### src/rtl/key_event_sched.sv
// Key event sequencer: merges live PS/2 events and a ROM-scripted macro into one
// {strobe, release, code} stream for the keyboard matrix, buffering live events during playback.
module key_event_sched #(
    parameter int FIFO_DEPTH  = 8,
    parameter int HOLD_CYCLES = 7000000,
    parameter int MACRO_LEN   = 16
) (
    input  logic                         clk_sys,
    input  logic                         reset,
    input  logic [10:0]                  ps2_key,
    input  logic                         macro_start,
    output logic [$clog2(MACRO_LEN)-1:0] macro_addr,
    input  logic [8:0]                   macro_data,
    output logic                         macro_busy,
    output logic                         ev_strobe,
    output logic                         ev_release,
    output logic [7:0]                   ev_code,
    output logic                         fifo_overflow
);

    // state   | meaning
    // IDLE    | no macro; drain live-event FIFO one entry per cycle
    // M_FETCH | macro ROM read latency for current macro_addr
    // M_WAIT  | hold divider counting between macro steps
    // M_EMIT  | act on macro_data: end, pause or emit, then advance
    typedef enum logic [1:0] {
        IDLE    = 2'd0,
        M_FETCH = 2'd1,
        M_WAIT  = 2'd2,
        M_EMIT  = 2'd3
    } state_t;

    localparam int AW = $clog2(MACRO_LEN);
    localparam int PW = $clog2(FIFO_DEPTH);
    localparam int DW = $clog2(HOLD_CYCLES + 1);

    localparam logic [AW-1:0] LAST_ADDR = AW'(MACRO_LEN - 1);
    localparam logic [DW-1:0] DIV_LAST  = DW'(HOLD_CYCLES - 1);
    localparam logic [PW:0]   FIFO_FULL = (PW + 1)'(FIFO_DEPTH);
    localparam logic [8:0]    MAC_END   = 9'h0FF;
    localparam logic [8:0]    MAC_PAUSE = 9'h000;

    state_t        state_q, state_d;
    logic [DW-1:0] div_q, div_d;
    logic [AW-1:0] addr_q, addr_d;
    logic          busy_q, busy_d;
    logic          strobe_q, strobe_d;
    logic          rel_q, rel_d;
    logic [7:0]    code_q, code_d;
    logic          ovf_q, ovf_d;
    logic          tog_q, tog_d;

    logic [8:0]    mem_q [FIFO_DEPTH];
    logic [8:0]    mem_d [FIFO_DEPTH];
    logic [PW-1:0] wr_q, wr_d;
    logic [PW-1:0] rd_q, rd_d;
    logic [PW:0]   cnt_q, cnt_d;

    logic live_evt;
    logic fifo_empty;
    logic fifo_full;
    logic push;
    logic pop;
    logic unused_ext;

    assign unused_ext = ps2_key[8];

    assign live_evt   = (ps2_key[10] != tog_q);
    assign fifo_empty = (cnt_q == '0);
    assign fifo_full  = (cnt_q == FIFO_FULL);
    // A full FIFO still accepts an entry when the head leaves on the same edge.
    assign push       = live_evt && (!fifo_full || pop);

    always_comb begin
        state_d  = state_q;
        div_d    = div_q;
        addr_d   = addr_q;
        busy_d   = busy_q;
        strobe_d = 1'b0;
        rel_d    = rel_q;
        code_d   = code_q;
        pop      = 1'b0;

        case (state_q)
            IDLE: begin
                if (macro_start) begin
                    state_d = M_FETCH;
                    busy_d  = 1'b1;
                    addr_d  = '0;
                    div_d   = '0;
                end else if (!fifo_empty) begin
                    pop      = 1'b1;
                    strobe_d = 1'b1;
                    rel_d    = mem_q[rd_q][8];
                    code_d   = mem_q[rd_q][7:0];
                end
            end
            M_FETCH: begin
                state_d = M_WAIT;
            end
            M_WAIT: begin
                if (div_q == DIV_LAST) begin
                    div_d   = '0;
                    state_d = M_EMIT;
                end else begin
                    div_d = div_q + DW'(1);
                end
            end
            M_EMIT: begin
                if (macro_data == MAC_END) begin
                    state_d = IDLE;
                    busy_d  = 1'b0;
                end else begin
                    if (macro_data != MAC_PAUSE) begin
                        strobe_d = 1'b1;
                        rel_d    = macro_data[8];
                        code_d   = macro_data[7:0];
                    end
                    // No wrap: running off the last ROM entry ends playback.
                    if (addr_q == LAST_ADDR) begin
                        state_d = IDLE;
                        busy_d  = 1'b0;
                    end else begin
                        addr_d  = addr_q + AW'(1);
                        state_d = M_FETCH;
                    end
                end
            end
            default: begin
                state_d = IDLE;
                busy_d  = 1'b0;
            end
        endcase
    end

    always_comb begin
        mem_d = mem_q;
        wr_d  = wr_q;
        rd_d  = rd_q;
        cnt_d = cnt_q;
        ovf_d = ovf_q;
        tog_d = ps2_key[10];

        if (push) begin
            mem_d[wr_q] = {~ps2_key[9], ps2_key[7:0]};
            wr_d        = wr_q + PW'(1);
        end
        if (pop) begin
            rd_d = rd_q + PW'(1);
        end
        if (push && !pop) begin
            cnt_d = cnt_q + (PW + 1)'(1);
        end else if (pop && !push) begin
            cnt_d = cnt_q - (PW + 1)'(1);
        end
        if (live_evt && !push) begin
            ovf_d = 1'b1;
        end
    end

    always_ff @(posedge clk_sys) begin
        if (reset) begin
            state_q  <= IDLE;
            div_q    <= '0;
            addr_q   <= '0;
            busy_q   <= 1'b0;
            strobe_q <= 1'b0;
            rel_q    <= 1'b0;
            code_q   <= 8'h00;
            ovf_q    <= 1'b0;
            tog_q    <= ps2_key[10];
            wr_q     <= '0;
            rd_q     <= '0;
            cnt_q    <= '0;
        end else begin
            state_q  <= state_d;
            div_q    <= div_d;
            addr_q   <= addr_d;
            busy_q   <= busy_d;
            strobe_q <= strobe_d;
            rel_q    <= rel_d;
            code_q   <= code_d;
            ovf_q    <= ovf_d;
            tog_q    <= tog_d;
            wr_q     <= wr_d;
            rd_q     <= rd_d;
            cnt_q    <= cnt_d;
        end
    end

    // Entry storage needs no reset; the pointers define what is valid.
    always_ff @(posedge clk_sys) begin
        mem_q <= mem_d;
    end

    assign macro_addr    = addr_q;
    assign macro_busy    = busy_q;
    assign ev_strobe     = strobe_q;
    assign ev_release    = rel_q;
    assign ev_code       = code_q;
    assign fifo_overflow = ovf_q;

endmodule
### config.mk
export PLATFORM = sky130hd
export DESIGN_NAME = key_event_sched
export DESIGN_NICKNAME = d
export VERILOG_FILES = /design/src/rtl/key_event_sched.sv
export SDC_FILE = /design/constraint.sdc
export NUM_CORES = 1
export LEC_CHECK = 0
export CAP_MARGIN = 20
export CORE_ASPECT_RATIO = 0.8
export CORE_UTILIZATION = 42
export CTS_CLUSTER_SIZE = 8
export DETAILED_ROUTE_END_ITERATION = 7
export GPL_TIMING_DRIVEN = 0
export SETUP_SLACK_MARGIN = 0.02
export SLEW_MARGIN = 0
export SYNTH_ARGS = -nofsm -noshare
export SYNTH_HDL_FRONTEND = slang
export SYNTH_SLANG_ARGS = --single-unit
### constraint.sdc
create_clock -name clk_sys -period 6.4 [get_ports clk_sys]
set_input_delay 1.28 -clock clk_sys [delete_from_list [all_inputs] [get_ports clk_sys]]
set_output_delay 1.28 -clock clk_sys [all_outputs]
set_load 0.05 [all_outputs]
==> qor.yml, run 1 <==
status: "completed"
drive_above_1_share_pct: 11.84
critPathKind: "primary input to flip-flop"
drv_cap: 0
postCtsSetupBuffers: 0
grt_pass1_wl_um: 18150
io_pins: 39
tns_ns: 0
gr-usage-all-layers_pct: 19.18
io_buffers: 37
synth-edff-count: 72
worstMarginPinSlew_ns: 1.053
ctsResizeCount: 0
rows: 36
synth_seq_cells: 124
worstPathMaxFanout: 10
dp_slack_ns: 2.118
worst_slack_ns: 2.537
fin_nets: 536
cts.sinks: 124
startpoint: "macro_start"
worstSetupEndpointType: "flip-flop"
power_density_nw_per_um2: 398.8
vias: 3593
clk_path_buf_depth: 2
cts_max_level: 4
drt_iter0_drc: 274
synth.avg_cell_area_um2: 12.09
dp_hpwl_um: 8118
postLayoutCoreUtil_pct: 53.44
wl_per_cell_um: 16.96
synth_nets: 475
path_clk_slew_ns: 0.06
clkLatencyLatePin_ns: 0.42
rr_startpoint: "state_q[0]"
skew_ns: 0.006586
die_w_um: 128.0
multiInputGateArea_um2: 2036
numCtsBuffers: 17
power.leakage_uw: 0.002196
ctsHoldBuffers: 0
drc: 0
timing.final.crit_share_pct: 60.35
register_area_um2: 3203
startpoint_type: "primary input"
place_area_um2: 5981
dr.pass1.iters: 5
finalSetupViolCount: 0
ys.flop_type: "edfxtp_1"
seq_area_frac_synth_pct: 60.07
ys_types: 52
grt_overflow_total: 0
n_antenna_cell: 0
fp.coreArea_um2: 12300
yosys-top-cells-count: "72 x edfxtp_1, 52 x dfxtp_1, 48 x nor2_1, 35 x mux2i_1, 18 x nand2_1"
chipHeight_um: 102.8
max_slew_margin_pct: 29.51
async_flop_share_pct: 0
drt_wl_total_um: 11640
rsz0062_at_grt: "no"
fillers: 1049
synth_area_leaders: "edfxtp_1 41%, dfxtp_1 20%, mux2i_1 6.6%, nor2_1 3.4%, xor2_1 2.6%"
synth.top_cell.area_share_pct: 40.54
synth.most_common_cell: "edfxtp_1"
critPathArrivalTime_ns: 4.21
slew_viol_final: 0
timing.fmax_mhz: 258.9
yosys_warnings: 0
min-delay-start: "ev_code[6]"
cts_tree: "built"
crit_required_ns: 6.75
netlist_instances: 441
fin_area_um2: 6571
netlist_area_um2: 5333
final_hold_viol_count: 0
ant_nets: 0
gp_congestion: 0.8474
viasPerCell: 5.238
grt_pass1_vias: 3454
ir_worst_vdd_v: 0.0002276
root_buffer: "clkbuf_16"
yosysTopAreaCell: "edfxtp_1"
start_util_pct: 43.37
antenna_found_initial: 0
area_growth_pct: 23.23
grt_max_degree: 17
die-area_um2: 13150
min_period_ns: 3.863
hold_class: "flip-flop to flip-flop"
-- metal layers --
metal / wire length (um) / track usage (%) / up-vias
li1: - / - / 1775
met1: 5471 / 24.73 / 1718
met2: 5299 / 30.06 / 75
met3: 546 / 4.878 / 25
met4: 317 / 10.32 / 0
met5: 0 / 0 / -
-- flip-flops by register name (all words and copies together), names as in the netlist --
name           count
state_q            2
div_q             23
cnt_q              4
macro_addr         4
ev_release         1
ev_code            8
macro_busy         1
mem_q             72
fifo_overflow      1
wr_q               3
rd_q               3
ev_strobe          1
tog_q              1
-- where the power goes --
| part | leakage (uW) | switching (uW) | total (uW) | internal [uW] |
|---|---|---|---|---|
| sequential | 0.00108 | 55.9 | 982 | 926 |
| combinational | 0.000843 | 441 | 718 | 277 |
| clock | 0.000276 | 350 | 921 | 570 |
-- layout make-up --
cell class | instances | area share [%]
clock buffers | 17 | 6.474
plain buffers | 21 | 1.428
inverters | 8 | 0.4570
flip-flops and latches | 124 | 48.74
multi-input cells | 288 | 30.98
clock inverters | 15 | 2.266
repair buffers | 42 | 6.398
well taps | 171 | 3.256
-- cells by family after synthesis --
kind of cell	Yosys count	share of synthesized area [%]
compound gates	63	8.330
fa+ha+maj	11	2.722
xor+xnor	29	4.763
flops	124	60.07
buf+inv	29	2.323
mux	37	7.414
simple gates	148	14.38
-- through the flow --
step | hold slack, ns | total power (uW) | cells
2_1_floorplan | 0.4572 | 1502 | 441
3_3_place_gp | 0.4737 | 1698 | 649
3_5_place_dp | 0.4757 | 1717 | 652
4_1_cts | 0.4845 | 2633 | 684
5_1_grt | 0.4954 | 2737 | 686
6_report | 0.4733 | 2621 | 686
-- critical path, stage by stage --
cell,delay (ns)
clkdlybuf4s50_1,0.46
nand2b_1,0.16
clkbuf_1,0.24
a31oi_1,0.54
ha_1,0.28
inv_1,0.09
ha_1,0.27
a21o_1,0.17
a21oi_1,0.17
xnor2_1,0.09
or3_1,0.30
a21oi_1,0.14
-- final timing paths --
| path | slack (ns) | endpoint | depth (start not counted) |
|---|---|---|---|
| setup / recovery | 2.54 | cnt_q[3] | 12 |
| hold / removal | 0.47 | ev_code[6] | 2 |
| setup reg to reg | 3.21 | cnt_q[3] | 14 |
| hold reg to reg | 0.47 | ev_code[6] | 2 |
-- layout by cell type, fill, tap and decap left out, types with 16 or more instances in the layout --
cell	synthesis	routed
clkbuf_16	0	17
xor2_1	16	16
edfxtp_1	72	72
mux2i_1	35	35
nand3_1	16	16
a22oi_1	17	17
nand2_1	18	18
dfxtp_1	52	52
a21oi_1	17	17
nor2_1	48	48
clkdlybuf4s50_1	0	37
(Power assumes the default switching activity.)
==> run 2: changes to the inputs <==
==> constraint.sdc (replaced) <==
create_clock -name clk_sys -period 3.3 [get_ports clk_sys]
set_input_delay 0.66 -clock clk_sys [delete_from_list [all_inputs] [get_ports clk_sys]]
set_output_delay 0.66 -clock clk_sys [all_outputs]
set_load 0.05 [all_outputs]
==> qor.yml, run 2 (synthesis results as in run 1) <==
numCtsBuffers: 17
power.share.sequential_pct: 37.4
grt_pass1_wl_um: 18150
critPathArrivalTime_ns: 3.36
drv_cap: 0
wl_per_cell_um: 17.06
fin_area_um2: 6585
max_slew_margin_pct: 29.04
min_period_ns: 3.018
finalSetupViolCount: 0
p_sw_share_pct: 32.48
grt_overflow_total: 0
gp_congestion: 0.8474
final_hold_viol_count: 0
grt_max_degree: 17
slew_viol_final: 0
drc: 0
grt_pass1_vias: 3454
skew_ns: 0.006719
startpoint_type: "primary input"
rows: 36
die_w_um: 128.0
worstHoldEndpoint: "ev_code[6]"
start_util_pct: 43.37
gr-usage-all-layers_pct: 19.18
rsz0062_at_grt: "no"
mostFrequentLayoutCell: "edfxtp_1"
fp.coreArea_um2: 12300
cts_tree: "built"
antenna_found_initial: 0
worstMarginPinSlew_ns: 1.060
p_clk_share_pct: 35.1
final_cell_mix: "72 x edfxtp_1, 52 x dfxtp_1, 47 x nor2_1, 37 x clkdlybuf4s50_1, 35 x mux2i_1"
p_comb_share_pct: 27.5
status: "completed"
postLayoutCoreUtil_pct: 53.55
timing.final.crit_share_pct: 91.44
place_area_um2: 5981
dp_hpwl_um: 8118
critPathKind: "primary input to flip-flop"
vias: 3581
dr.pass1.iters: 4
chipHeight_um: 102.8
postCtsSetupBuffers: 0
ir_worst_vdd_v: 0.0004418
regMostFlops: "mem_q"
p_total_uw: 5095
cts_max_level: 4
drt_wl_total_um: 11690
min_path_cells: 2
n_antenna_cell: 0
min-delay-start: "ev_code[6]"
drive_above_1_share_pct: 12.26
reg2reg_to: "cnt_q[3]"
tns_ns: 0
fin_nets: 535
power_density_nw_per_um2: 773.8
root_buffer: "clkbuf_16"
die-area_um2: 13150
r2r.worst_path.cells: 14
internal_power_uw: 3440
crit_required_ns: 3.64
reg2reg_slack_ns: 0.34
io_buffers: 37
timing.fmax_mhz: 331.4
hold_class: "flip-flop to flip-flop"
path_clk_slew_ns: 0.06
io_pins: 39
power.leakage_uw: 0.002196
drt_iter0_drc: 225
p_sw_uw: 1655
hold_ws_ns: 0.4745
cts.sinks: 124
area_growth_pct: 23.49
rr_startpoint: "state_q[0]"
largest_register_ffs: 72
clk_path_buf_depth: 2
clkLatencyLatePin_ns: 0.41
ant_nets: 0
worstSetupEndpointType: "flip-flop"
viasPerCell: 5.228
worstPathMaxFanout: 10
[run 2: power by group through the flow]
| stage | logic, uW | registers, uW | clock network (uW) |
|---|---|---|---|
| 3_5_place_dp | 1400 | 1930 | 0 |
| 3_3_place_gp | 1360 | 1930 | 0 |
| 4_1_cts | 1400 | 1900 | 1800 |
| 2_1_floorplan | 791 | 2120 | 0 |
| 6_report | 1400 | 1910 | 1790 |
| 5_1_grt | 1530 | 1920 | 1870 |
[run 2: critical path, stage by stage]
cell	delay, ns
clkdlybuf4s50_1	0.46
nand2b_1	0.39
nor2_2	0.28
inv_1	0.11
ha_1	0.22
inv_1	0.12
ha_1	0.24
a21o_1	0.17
a21oi_1	0.17
xnor2_1	0.09
or3_1	0.31
a21oi_1	0.14
[run 2: how the worst max path moves through the flow]
| stage | start | endpoint | slack [ns] | depth (start not counted) |
|---|---|---|---|---|
| 4_1_cts | macro_start | mem_q[9] | 0.06 | 6 |
| 3_3_place_gp | macro_start | mem_q[30] | -0.95 | 6 |
| 6_report | macro_start | cnt_q[3] | 0.28 | 12 |
| 2_1_floorplan | macro_start | cnt_q[3] | 0.48 | 11 |
| 3_5_place_dp | macro_start | mem_q[16] | -0.36 | 6 |
| 5_1_grt | macro_start | cnt_q[3] | 0.09 | 12 |
[run 2: stage by stage]
| stage | instances | setup WS (ns) |
|---|---|---|
| after floorplan | 441 | 0.4797 |
| after global placement | 649 | -0.9522 |
| after detailed placement | 652 | -0.3618 |
| after CTS | 684 | 0.05948 |
| after global routing | 685 | 0.08701 |
| final | 685 | 0.2825 |
[run 2: what timing repair did]
item	CTS	global route
endpoints found under the setup margin	0	37
resized for setup	0	3
hold buffers	0	0
[run 2: cell type report]
cell class | instances | area, um^2
timing repair buffer | 42 | 420.4
inverter | 8 | 30.03
buffer | 20 | 90.09
multi-input combinational | 288 | 2053
fill | 1048 | 5712
tap | 171 | 214.0
clock inverter | 15 | 148.9
sequential | 124 | 3203
clock buffer | 17 | 425.4
[run 2: per-layer routing]
| layer | wire [um] | vias up | GRT usage, % |
|---|---|---|---|
| met5 | 0 | - | 0 |
| met4 | 267 | 0 | 10.32 |
| met3 | 557 | 21 | 4.878 |
| met2 | 5343 | 67 | 30.06 |
| met1 | 5520 | 1719 | 24.73 |
| li1 | - | 1774 | - |
==> run 3: changes to the inputs <==
--- a/config.mk
+++ b/config.mk
@@ -11,6 +11,7 @@
 export CTS_CLUSTER_SIZE = 8
 export DETAILED_ROUTE_END_ITERATION = 7
 export GPL_TIMING_DRIVEN = 0
+export HOLD_SLACK_MARGIN = 0.08
 export SETUP_SLACK_MARGIN = 0.02
 export SLEW_MARGIN = 0
 export SYNTH_ARGS = -nofsm -noshare
==> results of run 3 <==
Same layout as run 2: the final DEF is identical, and so are final timing and power.
